File: src/rtl/phi_monitor.sv
// -----------------------------------------------------------------------------
// phi_monitor
//
// Receiving end of the system clock interface. Takes the externally driven
// phi2 bus clock (asynchronous to fpga_clk), synchronises it, produces
// single-cycle rise/fall strobes, measures period and high time in fpga_clk
// cycles, and runs a lock state machine that reports whether phi2 stays
// within TOL cycles of the NOMINAL period.
//
// Parameters
//   SYNC_STAGES : synchroniser depth (>= 2)
//   CNT_W       : width of the cycle counter and the measurement outputs
//   NOMINAL     : expected phi2 period in fpga_clk cycles
//   TOL         : allowed deviation from NOMINAL (TOL < NOMINAL,
//                 NOMINAL+TOL < 2^CNT_W-1)
//   LOCK_COUNT  : consecutive good periods needed to lock (>= 1)
//
// Ports
//   fpga_clk  in   sole clock, all state on the rising edge
//   reset     in   asynchronous, active-high, clears all state
//   phi_in    in   external phi2, asynchronous
//   phi_sync  out  synchronised phi2 (last synchroniser stage)
//   rise      out  one-cycle strobe on a synchronised phi2 rising edge
//   fall      out  one-cycle strobe on a synchronised phi2 falling edge
//   period    out  last measured rise-to-rise time
//   high_time out  last measured rise-to-fall time
//   locked    out  phi2 within tolerance
//   err       out  one-cycle strobe on loss of lock
//   state_dbg out  current lock FSM state (0 idle, 1 acquire, 2 locked)
// -----------------------------------------------------------------------------
module phi_monitor #(
  parameter int SYNC_STAGES = 2,
  parameter int CNT_W       = 8,
  parameter int NOMINAL     = 50,
  parameter int TOL         = 2,
  parameter int LOCK_COUNT  = 4
) (
  input  logic             fpga_clk,
  input  logic             reset,
  input  logic             phi_in,
  output logic             phi_sync,
  output logic             rise,
  output logic             fall,
  output logic [CNT_W-1:0] period,
  output logic [CNT_W-1:0] high_time,
  output logic             locked,
  output logic             err,
  output logic [1:0]       state_dbg
);

  typedef enum logic [1:0] {
    S_IDLE    = 2'd0,
    S_ACQUIRE = 2'd1,
    S_LOCKED  = 2'd2
  } state_t;

  localparam int GOOD_W = (LOCK_COUNT > 1) ? $clog2(LOCK_COUNT + 1) : 1;

  localparam logic [CNT_W-1:0]  CNT_MAX   = '1;
  localparam logic [CNT_W-1:0]  CNT_PRE   = CNT_MAX - 1'b1;
  localparam logic [CNT_W-1:0]  GOOD_LO   = CNT_W'(NOMINAL - TOL);
  localparam logic [CNT_W-1:0]  GOOD_HI   = CNT_W'(NOMINAL + TOL);
  localparam logic [GOOD_W-1:0] GOOD_LAST = GOOD_W'(LOCK_COUNT - 1);

  logic [SYNC_STAGES-1:0] sync_q;
  // fill_q[i] is set once sync_q[i] (and, for the top bit, prev_q) holds a
  // real sample of phi_in rather than the reset value. Edges are only
  // qualified once the edge-history flop is real, so that phi_in already
  // high at reset release does not look like a 0->1 transition.
  logic [SYNC_STAGES:0]   fill_q;
  logic                   prev_q;
  logic                   hist_valid;
  logic                   rise_d;
  logic                   fall_d;

  logic [CNT_W-1:0]       cnt_q;
  logic [CNT_W-1:0]       cnt_d;
  logic                   good_period;
  logic                   timeout;

  state_t                 state_q;
  state_t                 state_d;
  logic [GOOD_W-1:0]      good_q;
  logic [GOOD_W-1:0]      good_d;
  logic                   err_d;

  // ---------------------------------------------------------------------------
  // Synchroniser and edge detection
  // ---------------------------------------------------------------------------
  always_ff @(posedge fpga_clk or posedge reset) begin
    if (reset) begin
      sync_q <= '0;
      fill_q <= '0;
      prev_q <= 1'b0;
    end else begin
      sync_q <= {sync_q[SYNC_STAGES-2:0], phi_in};
      fill_q <= {fill_q[SYNC_STAGES-1:0], 1'b1};
      prev_q <= sync_q[SYNC_STAGES-1];
    end
  end

  assign phi_sync   = sync_q[SYNC_STAGES-1];
  assign hist_valid = fill_q[SYNC_STAGES];
  assign rise_d     = hist_valid &  phi_sync & ~prev_q;
  assign fall_d     = hist_valid & ~phi_sync &  prev_q;

  // ---------------------------------------------------------------------------
  // Cycle counter
  // ---------------------------------------------------------------------------
  always_comb begin
    cnt_d = cnt_q;
    if (rise_d) begin
      cnt_d = CNT_W'(1);
    end else if (cnt_q != CNT_MAX) begin
      cnt_d = cnt_q + 1'b1;
    end
  end

  assign good_period = (cnt_q >= GOOD_LO) && (cnt_q <= GOOD_HI);
  // Fires on the edge that takes cnt to saturation; a rise on that same
  // edge restarts the count instead, so the timeout is suppressed.
  assign timeout     = ~rise_d && (cnt_q == CNT_PRE);

  // ---------------------------------------------------------------------------
  // Lock state machine
  // ---------------------------------------------------------------------------
  always_comb begin
    state_d = state_q;
    good_d  = good_q;
    err_d   = 1'b0;

    case (state_q)
      S_IDLE: begin
        // First rise is only a reference; its period is not evaluated.
        if (rise_d) begin
          state_d = S_ACQUIRE;
          good_d  = '0;
        end
      end
      S_ACQUIRE: begin
        if (rise_d) begin
          if (good_period) begin
            good_d = good_q + 1'b1;
            if (good_q == GOOD_LAST) begin
              state_d = S_LOCKED;
            end
          end else begin
            good_d = '0;
          end
        end
      end
      S_LOCKED: begin
        if (rise_d && !good_period) begin
          err_d   = 1'b1;
          state_d = S_ACQUIRE;
          good_d  = '0;
        end
      end
      default: begin
        state_d = S_IDLE;
        good_d  = '0;
      end
    endcase

    if (timeout) begin
      err_d   = (state_q == S_LOCKED);
      state_d = S_IDLE;
      good_d  = '0;
    end
  end

  always_ff @(posedge fpga_clk or posedge reset) begin
    if (reset) begin
      state_q   <= S_IDLE;
      good_q    <= '0;
      cnt_q     <= '0;
      rise      <= 1'b0;
      fall      <= 1'b0;
      period    <= '0;
      high_time <= '0;
      locked    <= 1'b0;
      err       <= 1'b0;
    end else begin
      state_q <= state_d;
      good_q  <= good_d;
      cnt_q   <= cnt_d;
      rise    <= rise_d;
      fall    <= fall_d;
      // locked follows the state register so it changes on the same edge
      // as the rise strobe that caused the transition.
      locked  <= (state_d == S_LOCKED);
      err     <= err_d;
      if (rise_d) begin
        period <= cnt_q;
      end
      if (fall_d) begin
        high_time <= cnt_q;
      end
    end
  end

  assign state_dbg = state_q;

endmodule

File: config.mk
export PLATFORM = sky130hd
export DESIGN_NAME = phi_monitor
export DESIGN_NICKNAME = d
export VERILOG_FILES = /design/src/rtl/phi_monitor.sv
export SDC_FILE = /design/constraint.sdc
export NUM_CORES = 1
export LEC_CHECK = 0
export CELL_PAD_IN_SITES_DETAIL_PLACEMENT = 1
export CELL_PAD_IN_SITES_GLOBAL_PLACEMENT = 2
export CORE_MARGIN = 2
export CORE_UTILIZATION = 30
export DETAILED_ROUTE_END_ITERATION = 7
export PLACE_DENSITY = 0.66
export SETUP_SLACK_MARGIN = 0.15
export SYNTH_ARGS = -nofsm -noshare
export SYNTH_HDL_FRONTEND = slang
export SYNTH_SLANG_ARGS = --single-unit
File: constraint.sdc
create_clock -name fpga_clk -period 2.31 [get_ports fpga_clk]
set_input_delay 0.231 -clock fpga_clk [delete_from_list [all_inputs] [get_ports fpga_clk]]
set_output_delay 0.231 -clock fpga_clk [all_outputs]
set_load 0.02 [all_outputs]
Word level (Yosys, flattened, before mapping)
Cells that the tools add are included.
{ "classes": {"add_sub_neg": 2, "multipliers": 0, "div": 0, "magnitude_cmp": 2, "n_eq_ne": 9, "shifts": 0, "n_mux": 18, "bitwise_logic": 7, "n_reduce_logical": 7} }
{ "ops": {"columns": ["cell", "count"], "rows": [
  ["$mux W8", 2],
  ["$mux W3", 5],
  ["$mux W2", 6],
  ["$ne A3 B3 Y1 const B", 3],
  ["$pmux W3 S3", 1],
  ["$add A8 B1 Y8 const B", 1],
  ["$eq A8 B8 Y1 const B", 1],
  ["$ge A8 B6 Y1 const B", 1],
  ["$le A8 B6 Y1 const B", 1],
  ["$ne A8 B8 Y1 const B", 1],
  ["$pmux W2 S3", 1],
  ["$and A1 B1 Y1", 4],
  ["$eq A2 B2 Y1 const B", 2],
  ["$add A3 B1 Y3 const B", 1],
  ["$eq A3 B2 Y1 const B", 1],
  ["$logic_and A1 B1 Y1", 3],
  ["$mux W1", 3],
  ["$not A1 Y1", 3],
  ["$reduce_and A3 Y1", 1],
  ["$eq A2 B1 Y1 const B", 1],
  ["$logic_not A2 Y1", 1],
  ["$reduce_bool A2 Y1", 1],
  ["$logic_not A1 Y1", 1]
]} }
{ "totals": {"register_bits": 39, "latchBits": 0, "ramBits": 0, "mem_bits_ro": 0, "in_bits": 3, "output_inout_bits": 23, "word_cells": 57, "n_memories": 0} }

Logic depth before layout (Yosys ltp)
Gate-level depths: netlist of the first run.
{ "logic_depth": {"word_depth": 8, "ltp_mapped": 6, "ltp_nobuf": 6} }

Least setup slack after synthesis of the first run
OpenSTA, ideal clock, no wires.
{ "synth_path": {"kind": "register -> register", "start": "reg cnt_q[0]", "end": "reg state_q[0], in the netlist state_dbg[0]", "setup_ns": 0.147, "arrival_ns": 1.503, "required_time_ns": 2.163, "slack_ns": 0.660, "stages_incl_launch_ff": 7, "n_path_buf": 0, "synth_period_minus_slack_ns": 1.650, "cell_sequence": "dfrtp_1 inv_1 ha_1 and2b_1 nor4b_4 a31o_2 a221oi_1"} }
{ "synth_between": {"elab_chain_len": 7, "elab_cells_between_ends": 12, "cone_classes": "2 x order compare; 1 x eq/ne; 5 x mux; 4 x reduce/logical"} }
{ "synth_lines": {"columns": ["item", "line_no", "source"], "rows": [
  ["start, declared", "76", "logic [CNT_W-1:0] cnt_q;"],
  ["start signal, assigned", "186", "cnt_q <= cnt_d;"],
  ["$ge A8 B6 Y1 or $le A8 B6 Y1 (tied branches)", "119", "assign good_period = (cnt_q >= GOOD_LO) && (cnt_q <= GOOD_HI);"],
  ["$logic_and A1 B1 Y1", "119", null],
  ["$logic_not A1 Y1", "153", "if (rise_d && !good_period) begin"],
  ["$logic_and A1 B1 Y1", "153", null],
  ["$mux W2", "153", null],
  ["$pmux W2 S3", "132", "case (state_q)"],
  ["$mux W2 (*)", "165", "if (timeout) begin"],
  ["via state_d[0]", "82", "state_t state_d;"],
  ["end signal, assigned", "184", "state_q <= state_d;"],
  ["end, declared", "81", "state_t state_q;"]
]} }
The timed path passes the listed nets; every way through them passes the cells marked *.
A chain may end at the register's enable or synchronous reset.

Worst setup path after layout of the first run
Same ends and word-level chain as after synthesis.

==> impl_results.md, run 1 <==
* CTS H-Tree Depth at 2
* Slowest stage delay, CP at 0.49 ns
* Clock latency at the later pin of the worst-skew pair at 0.28 ns
* Crit Path Class: flop to flop
* Hold path start: sync_q[0]
* Hold Buf Count CTS at 0
* Pwr Total at a little under 2000 µW
* CP Launch Type: flop
* Worst Path Max Fanout at 9
* Placer Congestion at 0.787
* First-pass GRT wire length at 6.89 mm
* Critical path cell sequence: inv_1, ha_1, and2b_1, nor4b_4, a31o_2, a221oi_1
* Setup slack after layout at 0.385 ns
* Max Clock Freq at 520 MHz
* Max-Slew Margin vs Limit at between 50 and 60%
* Area fraction of the dominant cell type after synthesis at 57.6%
* PwrDens at 933 nW/µm²
* Final setup viols at 0
* Total GRT Usage at approximately 14%
* Syn Inst Count at 156
* Reg-to-Reg Start: cnt_q[0]
* Max Cap Viol at 0
* Post-CTS Setup Inserts at 0
* RR Endpoint: state_dbg[0]
* WP data arrival at 2.06 ns
* Port bufs at 25
* Aggregate routed wire length at 3.92 mm
* Post-CTS Resized at 0
* DR vias at 1220
* Critical path's slowest cell: nor4b_4
* Core area at 5470 µm²
* Sink Count at 39
* Fin Setup TNS at 0 ns
* Nets at 189
* Clk slew on worst S/H paths at 0.07 ns
* Area of the multi-input gates at 626 µm²
* Global route total overflow at 0
* I/O Pins at 26
* Starting Density at a little under a third
* Die Ht at slightly below 80 µm
* Detailed placer's ending HPWL at between 2 and 3 mm
* Seq/Total Area, Yosys at 57.6%
* Slew Limit Fails at 0
* Post-Synthesis Cell Area at between 1500 and 2000 µm²
* Synth-to-Final Area Change at 23.6%
* # rows at 27
* P_leak at 0.000935 µW
* Synthesis Warnings at 0
* Drt initial violations at 33
* CTS buffer count at 5
* Status: completed
* Largest net degree at the start of global routing at 40
* CTS tree: built
* WL/cell at 15.4 µm
* Top cell type by total area after synthesis: dfrtp_1
* Clock Skew at 0.00464 ns
* Number of global-route vias before repair at 1350
* Syn_nets at between 150 and 200
* RSZ-0062 raised after global routing: no
* Worst Path Required at roughly 2.4 ns
* Initial antenna violation count at 0
* Fillers at 629
* Largest cells by area after synthesis: dfrtp_1, nand2_1, ha_1, mux2_2, o21ai_0
* Tmin final at 1.92 ns
* Avg Cell Area, Syn at 10.9 µm²
* Pre-Repair DR Iteration Count at 4
* Max clock buf depth at 2
* DR DRC count at 0
* Storage cell area at roughly 980 µm²
* Worst vdd ir at 433 µV
* CP Capture Type: flop
* Post-route ant nets at 0
* Final hold vios at 0
* Worst-Margin Slew at 0.689 ns
* Root Driver: clkbuf_8
* Antenna Cells at 0
* Routed vias/inst at 4.80
* Share of post-route cells with drive strength above 1 at 11.0%
* Commonest non-fill, non-tap cell in the layout: dfrtp_1
* Hold endpoint: sync_q[1]
* Cell variety after synth at 33
* FF-to-FF setup slack at 0.39 ns
* Final Cycle Share at 83.3%
* Reg2reg path depth at 6
* Pre-CTS WS at 0.402 ns
* Die Area at 6260 µm²
* Commonest cells after routing, fill and taps aside: dfrtp_1, clkdlybuf4s50_1, nand2_1
* Chip width at 79.1 µm
* Flops & latches, synth at 39
* Worst hold path class: flop to flop
* Hold path depth at 0
cell families after synthesis:
logic type | share of synthesized area, %
adder cells (fa/ha/maj) | 3.69
buffers and inverters | 5.46
multiplexers | 3.91
AO/OA/AOI/OAI | 9.75
XOR/XNOR | 1.03
other | 0.221
AND/OR/NAND/NOR | 18.3
flip-flops | 57.6
worst max-delay path by stage:
stage / cells past startpoint / endpoint / slack (ns) / start
after floorplan: 6 / state_dbg[0] / 0.66 / cnt_q[0]
after global placement: 6 / locked / 0.52 / cnt_q[0]
after detailed placement: 6 / state_dbg[0] / 0.40 / cnt_q[0]
after CTS: 6 / state_dbg[0] / 0.38 / cnt_q[0]
after global routing: 6 / good_q[1] / 0.19 / cnt_q[0]
final: 6 / state_dbg[0] / 0.39 / cnt_q[0]
layout make-up:
class                           instances  share of cell area (%)
Sequential cell                        39                    46.6
Multi-Input combinational cell         98                    29.9
Timing Repair Buffer                   27                    12.7
Clock buffer                            8                    4.78
Tap cell                               72                    4.30
Inverter                               10                    1.79
registers in the layout, summed over array words and instances, names as in the netlist:
register   cells
err            1
period         8
fall           1
locked         1
state_dbg      2
high_time      8
fill_q         3
sync_q         2
good_q         3
cnt_q          8
rise           1
prev_q         1
Yosys cell counts:
cell type  count
nor3_1         4
o2111ai_1      1
conb_1         1
a221oi_1       1
a31o_2         1
nand3b_1       2
dfrtp_1       39
nand2_1       23
xnor2_1        2
and2b_1        1
nor2_1        11
mux2_2         5
mux2i_1        1
o31ai_4        1
clkbuf_1       1
nand2_2        1
and3_2         1
or4b_4         1
o21a_1         1
buf_1          1
a21oi_1        5
nand3_1        5
nor4b_4        1
inv_1         10
ha_1           5
and4_1         1
nand4_1        6
o21ai_0        9
a31oi_1        4
nand4b_1       2
buf_6          2
buf_2          5
a211oi_1       2
layer usage:
metal	share of wire [%]	vias to the layer above	global-route usage, %
met5	0	-	0
met4	0.64	0	4.66
met3	3.0	2	3.30
met2	53	15	25.7
met1	43	621	16.7
li1	-	582	-
critical path, delay by kind of cell, from the launching register on:
kind | cells | cell delay (ns)
simple gates | 2 | 0.72
flops | 1 | 0.41
compound gates | 2 | 0.32
buf+inv | 1 | 0.16
fa+ha+maj | 1 | 0.16
power by group:
group          total, µW  switching (µW)  internal [µW]
sequential           942             135            807
combinational        516             276            239
clock                497             225            272
total               1950             635           1320
through the flow:
stage | utilization, % | area [µm²] | cells | hold WS, ns
6_report | 38.3 | 2090 | 254 | 0.354
5_1_grt | 38.3 | 2090 | 254 | 0.364
4_1_cts | 38.3 | 2090 | 254 | 0.355
3_5_place_dp | 36.4 | 1990 | 246 | 0.338
3_3_place_gp | 36.4 | 1990 | 246 | 0.335
2_1_floorplan | - | 1690 | 156 | 0.262
Note: power is estimated with default switching activity, not from simulation.
==> run 2, diff against run 1 <==
--- a/config.mk
+++ b/config.mk
@@ -10,7 +10,7 @@
 export CORE_MARGIN = 2
 export CORE_UTILIZATION = 30
 export DETAILED_ROUTE_END_ITERATION = 7
-export PLACE_DENSITY = 0.66
+export PLACE_DENSITY = 0.69
 export SETUP_SLACK_MARGIN = 0.15
 export SYNTH_ARGS = -nofsm -noshare
 export SYNTH_HDL_FRONTEND = slang
==> constraint.sdc (replaced) <==
create_clock -name fpga_clk -period 1.6 [get_ports fpga_clk]
set_input_delay 0.16 -clock fpga_clk [delete_from_list [all_inputs] [get_ports fpga_clk]]
set_output_delay 0.16 -clock fpga_clk [all_outputs]
set_load 0.02 [all_outputs]
==> impl_results.md, run 2 (same netlist as run 1, synthesis figures left out) <==
* Worst Path Required at 1.81 ns (-0.63 ns)
* Core area at 5470 µm² (unchanged)
* Failing checks: setup timing
* Max Cap Viol at 0 (unchanged)
* PwrDens at 1270 nW/µm² (+36%)
* Max clock buf depth at 2 (unchanged)
* Reg2reg path depth at 7 (+1)
* Number of global-route vias before repair at 1431 (+6.0%)
* Aggregate routed wire length at 4.69 mm (+20%)
* Crit path to: locked
* CP Launch Type: flop
* Crit Path Class: flop to flop
* P_leak at 0.00128 µW (+36%)
* WP data arrival at 1.85 ns (-0.21 ns)
* Largest net degree at the start of global routing at 40 (unchanged)
* Worst hold path class: primary input to asynchronous set/reset pin
* Setup slack after layout at -0.0432 ns (-0.429 ns)
* Slew Limit Fails at 0 (unchanged)
* Pre-CTS WS at -0.111 ns (-0.513 ns)
* Max Clock Freq at 609 MHz (+17%)
* Commonest non-fill, non-tap cell in the layout: dfrtp_1
* CTS H-Tree Depth at 2 (unchanged)
* Routed vias/inst at 4.90 (+2.0%)
* CTS tree: built
* Clock latency at the later pin of the worst-skew pair at 0.29 ns (about the same)
* Max-Slew Margin vs Limit at 66.5% (+13 points)
* Hold Buf Count CTS at 0 (unchanged)
* Die Ht at 79.1 µm (unchanged)
* CP startpoint: cnt_q[0]
* Die Area at 6260 µm² (unchanged)
* Starting Density at 31.0% (unchanged)
* Final Cycle Share at 103% (+19 points)
* WL/cell at 16.6 µm (+7.3%)
* Clock Skew at 0.0125 ns (+0.00786 ns)
* Placer Congestion at 0.854 (+8.5%)
* Drt initial violations at 41 (+24%)
* Status: finished with violations
* RSZ-0062 raised after global routing: yes
* First-pass GRT wire length at 7.16 mm (+3.8%)
* # rows at 27 (unchanged)
* Nets at 218 (+15%)
* Clk slew on worst S/H paths at 0.09 ns (+0.02 ns)
* FF-to-FF setup slack at -0.04 ns (-0.43 ns)
* Tmin final at 1.64 ns (-0.281 ns)
* RR Endpoint: locked
* CTS buffer count at 5 (unchanged)
* Post-route design area at 2490 µm² (+19%)
* Worst Path Max Fanout at 3 (-6)
* Global route total overflow at 0 (unchanged)
* Pre-Repair DR Iteration Count at 4 (unchanged)
* Antenna Cells at 0 (unchanged)
* Post-route ant nets at 0 (unchanged)
* Share of post-route cells with drive strength above 1 at 34.1% (+23 points)
* Final setup viols at 6 (+6)
* Detailed placer's ending HPWL at 2.98 mm (+8.1%)
* Largest registers: cnt_q: 8 flops, high_time: 8 flops, period: 8 flops
* Port bufs at 25 (unchanged)
* Chip width at 79.1 µm (unchanged)
* Total GRT Usage at 14.9% (+0.67 points)
* DR DRC count at 0 (unchanged)
* Final hold vios at 0 (unchanged)
* DR vias at 1387 (+14%)
* Pwr Total at 3150 µW (+61%)
* CP Capture Type: flop
* I/O Pins at 26 (unchanged)
* Commonest cells after routing, fill and taps aside: dfrtp_1, buf_4, nand2_1
* Worst-Margin Slew at 0.502 ns (-0.187 ns)
* Reg-to-Reg Start: cnt_q[0]
* Sink Count at 39 (unchanged)
* Root Driver: clkbuf_8
* DP Area at 2110 µm² (+5.6%)
* Initial antenna violation count at 0 (unchanged)
* Synth-to-Final Area Change at 47.1%
* Worst vdd ir at 692 µV (+60%)
run 2: cell types whose count changed in the layout (fill, tap and decap cells not counted), sizes merged:
cell,delta
buf,+29
clkbuf,-2
clkinvlp,+2
clkdlybuf4s50,-15
clkinv,+1
dlygate4sd2,+3
inv,-1
dlymetal6s2s,+12
run 2: worst max-delay path, stage by stage (launching register included):
cell,delay [ns]
dfrtp_1,0.40
inv_2,0.09
ha_4,0.12
and2b_2,0.23
nor4b_4,0.26
buf_4,0.16
nand4_1,0.11
a21oi_1,0.18
run 2: cell type report:
type | instances | area [µm²]
clock buffers | 6 | 82.6
clock inverters | 2 | 16.3
fillers | 603 | 2980
inverters | 10 | 41.3
multi-input cells | 98 | 764
flip-flops and latches | 39 | 977
well taps | 72 | 90.1
repair buffers | 56 | 520
run 2: worst min-delay path by stage:
stage / cells after the start / endpoint / start / slack [ns]
4_1_cts: 1 / sync_q[0] / phi_in / 0.30
2_1_floorplan: 0 / sync_q[0] / phi_in / 0.19
6_report: 3 / fall / reset / 0.29
3_3_place_gp: 0 / fill_q[2] / fill_q[1] / 0.33
5_1_grt: 1 / sync_q[0] / phi_in / 0.30
3_5_place_dp: 0 / fill_q[1] / fill_q[0] / 0.34
run 2: power breakdown:
part	switching, µW	internal (µW)	leakage (µW)	total [µW]
sequential	136	1170	0.000500	1300
combinational	596	544	0.000728	1140
clock	360	352	0.0000474	712
run 2: metrics by stage:
| stage | hold slack [ns] | TNS [ns] | utilization [%] | cells |
|---|---|---|---|---|
| floorplan | 0.191 | -0.0115 | - | 156 |
| global placement | 0.331 | 0 | 38.5 | 261 |
| detailed placement | 0.337 | -0.208 | 38.5 | 261 |
| CTS | 0.298 | -0.219 | 41.5 | 274 |
| global route | 0.297 | -0.808 | 45.5 | 283 |
| finish | 0.293 | -0.175 | 45.5 | 283 |
run 2: layer usage:
metal / routed length, µm / GRT usage, % / up-vias
met5: 0 / 0 / -
met4: 37 / 4.66 / 0
met3: 128 / 3.75 / 4
met2: 2590 / 26.2 / 26
met1: 1930 / 18.0 / 718
li1: - / - / 639
run 2: timing repair:
item	4_1_cts	5_1_grt
pin swaps	9	18
endpoints found under the setup margin	13	28
buffers inserted	5	9
resized for setup	12	37
==> run 3, diff against run 2 <==
--- a/config.mk
+++ b/config.mk
@@ -9,8 +9,9 @@
 export CELL_PAD_IN_SITES_GLOBAL_PLACEMENT = 2
 export CORE_MARGIN = 2
 export CORE_UTILIZATION = 30
+export CTS_BUF_LIST = sky130_fd_sc_hd__clkbuf_4
 export DETAILED_ROUTE_END_ITERATION = 7
-export PLACE_DENSITY = 0.69
+export PLACE_DENSITY = 0.66
 export SETUP_SLACK_MARGIN = 0.15
 export SYNTH_ARGS = -nofsm -noshare
 export SYNTH_HDL_FRONTEND = slang
==> constraint.sdc (replaced) <==
create_clock -name fpga_clk -period 1.7 [get_ports fpga_clk]
set_input_delay 0.17 -clock fpga_clk [delete_from_list [all_inputs] [get_ports fpga_clk]]
set_output_delay 0.17 -clock fpga_clk [all_outputs]
set_load 0.02 [all_outputs]
==> impl_results.md, run 3 (same netlist as run 1, synthesis figures left out) <==
* Status: completed
* Tmin final at 1.61 ns (-0.0355 ns)
* Pre-Repair DR Iteration Count at 4 (unchanged)
* Largest net degree at the start of global routing at 40 (unchanged)
* Fillers at 631 (+4.6%)
* CTS H-Tree Depth at 2 (unchanged)
* Global route total overflow at 0 (unchanged)
* WL/cell at 14.4 µm (-13%)
* Slowest stage delay, CP at 0.38 ns (-0.02 ns)
* # rows at 27 (unchanged)
* Non-filler cells, final at 270 (-4.6%)
* Final Cycle Share at 94.6% (-8.1 points)
* Max clock buf depth at 2 (unchanged)
* Buf+Inv Stages, Crit Path at 2 (unchanged)
* GRT met3 Usage at 4.20% (+0.45 points)
* Worst hold path class: primary input to asynchronous set/reset pin
* Worst Path Required at 1.96 ns (+0.15 ns)
* Aggregate routed wire length at 3.90 mm (-17%)
* Max Clock Freq at 622 MHz (+2.2%)
* RSZ-0062 raised after global routing: yes
* First-pass GRT wire length at 6.79 mm (-5.1%)
* Met1 GRT Util at 16.8% (-1.2 points)
* CTS tree: built
* Initial antenna violation count at 0 (unchanged)
* Final hold vios at 0 (unchanged)
* Family with the most delay on the worst path: compound AO/OA/AOI/OAI gates
* Clock latency at the later pin of the worst-skew pair at 0.34 ns (+0.05 ns)
* Commonest non-fill, non-tap cell in the layout: dfrtp_1
* Crit Path Class: flop to flop
* PwrDens at 1160 nW/µm² (-8.6%)
* Slew Limit Fails at 0 (unchanged)
* Chip width at 79.1 µm (unchanged)
* Max Cap Viol at 0 (unchanged)
* Antenna Cells at 0 (unchanged)
* CP Capture Type: flop
* Starting Density at 31.0% (unchanged)
* I/O Pins at 26 (unchanged)
* Number of global-route vias before repair at 1359 (-5.0%)
* Share of post-route cells with drive strength above 1 at 23.7% (-10 points)
* Storage cell area at 976 µm² (-0.13%)
* Nets at 205 (-6.0%)
* Final setup viols at 0 (-6)
* Die Area at 6260 µm² (unchanged)
* Critical path cell sequence: inv_2, ha_1, and2b_2, nor4b_4, buf_4, a31o_2, a221oi_2
* Utilization of the core after routing at 40.9% (-4.6 points)
* CTS buffer count at 5 (unchanged)
* Die Ht at 79.1 µm (unchanged)
* P_leak at 0.00115 µW (-10%)
* Worst vdd ir at 501 µV (-28%)
* Core area at 5470 µm² (unchanged)
* Routed vias/inst at 4.79 (-2.2%)
* Largest registers: cnt_q: 8 flops, high_time: 8 flops, period: 8 flops
* Sink Count at 39 (unchanged)
* CP Launch Type: flop
* Port bufs at 25 (unchanged)
* DR vias at 1294 (-6.7%)
* WP data arrival at 1.86 ns (about the same)
* Root Driver: clkbuf_4
* Placed cells at 259 (-0.77%)
* Placer Congestion at 0.837 (-2.0%)
* DR DRC count at 0 (unchanged)
* Hold Buf Count CTS at 0 (unchanged)
* Synth-to-Final Area Change at 32.2%
* Post-route ant nets at 0 (unchanged)
* Detailed placer's ending HPWL at 2.72 mm (-9.0%)
* Clk slew on worst S/H paths at 0.11 ns (+0.02 ns)
* Total GRT Usage at 14.3% (-0.65 points)
* Met2 usage at 24.1% (-2.1 points)
* GRT busiest layer: met2
* Worst Path Max Fanout at 5 (+2)
* Drt initial violations at 43 (+4.9%)
* Commonest cells after routing, fill and taps aside: dfrtp_1, nand2_1, buf_4
* Area of the multi-input gates at 661 µm² (-14%)
* Fin Setup TNS at 0 ns (+0.175 ns)
* Critical path's slowest cell: dfrtp_1
* Clock Skew at 0.00438 ns (-0.00812 ns)
run 3: changes by cell type in the layout (fill, tap and decap cells not counted), sizes merged, moves of 2 or more:
cell / delta
buf: -13
clkdlybuf4s50: +3
dlymetal6s2s: -2
clkinvlp: -2
run 3: worst min-delay path, stage by stage:
cell,delay [ns]
clkdlybuf4s50_1,0.40
inv_1,0.05
buf_4,0.42
run 3: where the power goes:
| group | total (µW) | switching [µW] | internal [µW] |
|---|---|---|---|
| sequential | 1230 | 132 | 1100 |
| combinational | 875 | 450 | 425 |
| clock | 488 | 294 | 193 |
| total | 2590 | 876 | 1710 |
run 3: worst paths after layout:
| check | slack (ns) | depth (start not counted) | end | start |
|---|---|---|---|---|
| worst max-delay path | 0.09 | 7 | state_dbg[0] | cnt_q[0] |
| worst min-delay path | 0.24 | 3 | fill_q[0] | reset |
| worst max register to register | 0.09 | 7 | state_dbg[0] | cnt_q[0] |
| worst min register to register | 0.37 | 0 | sync_q[1] | sync_q[0] |
| max in group asynchronous | 1.13 | 3 | period[7] | reset |
| min in group fpga_clk | 0.27 | 1 | sync_q[0] | phi_in |
run 3: through the flow:
step / instance area (µm²) / power, µW / hold slack (ns) / setup slack (ns)
floorplan: 1690 / 1720 / 0.201 / 0.0885
global placement: 2100 / 2090 / 0.334 / 0.131
detailed placement: 2100 / 2110 / 0.349 / 0.0284
CTS: 2170 / 2610 / 0.242 / 0.0551
global route: 2240 / 2780 / 0.256 / -0.0231
finish: 2240 / 2590 / 0.236 / 0.0923
run 3: metal layers:
layer / vias up / part of all wire (%) / routed length, µm
li1: 615 / - / -
met1: 653 / 42 / 1640
met2: 19 / 52 / 2040
met3: 7 / 3.5 / 136
met4: 0 / 2.0 / 77
met5: - / 0 / 0
run 3: layout make-up:
cell class	instances	share of cell area, %
flip-flops and latches	39	43.6
multi-input cells	98	29.5
repair buffers	43	18.7
well taps	72	4.02
clock buffers	7	2.35
inverters	10	1.68
clock inverters	1	0.223
run 3: what timing repair did:
item	4_1_cts	5_1_grt
gates resized for setup	6	20
setup endpoints to repair	8	23
pin swaps	1	5
endpoints found under the hold margin	0	0
gates cloned	1	0
setup buffers	0	2
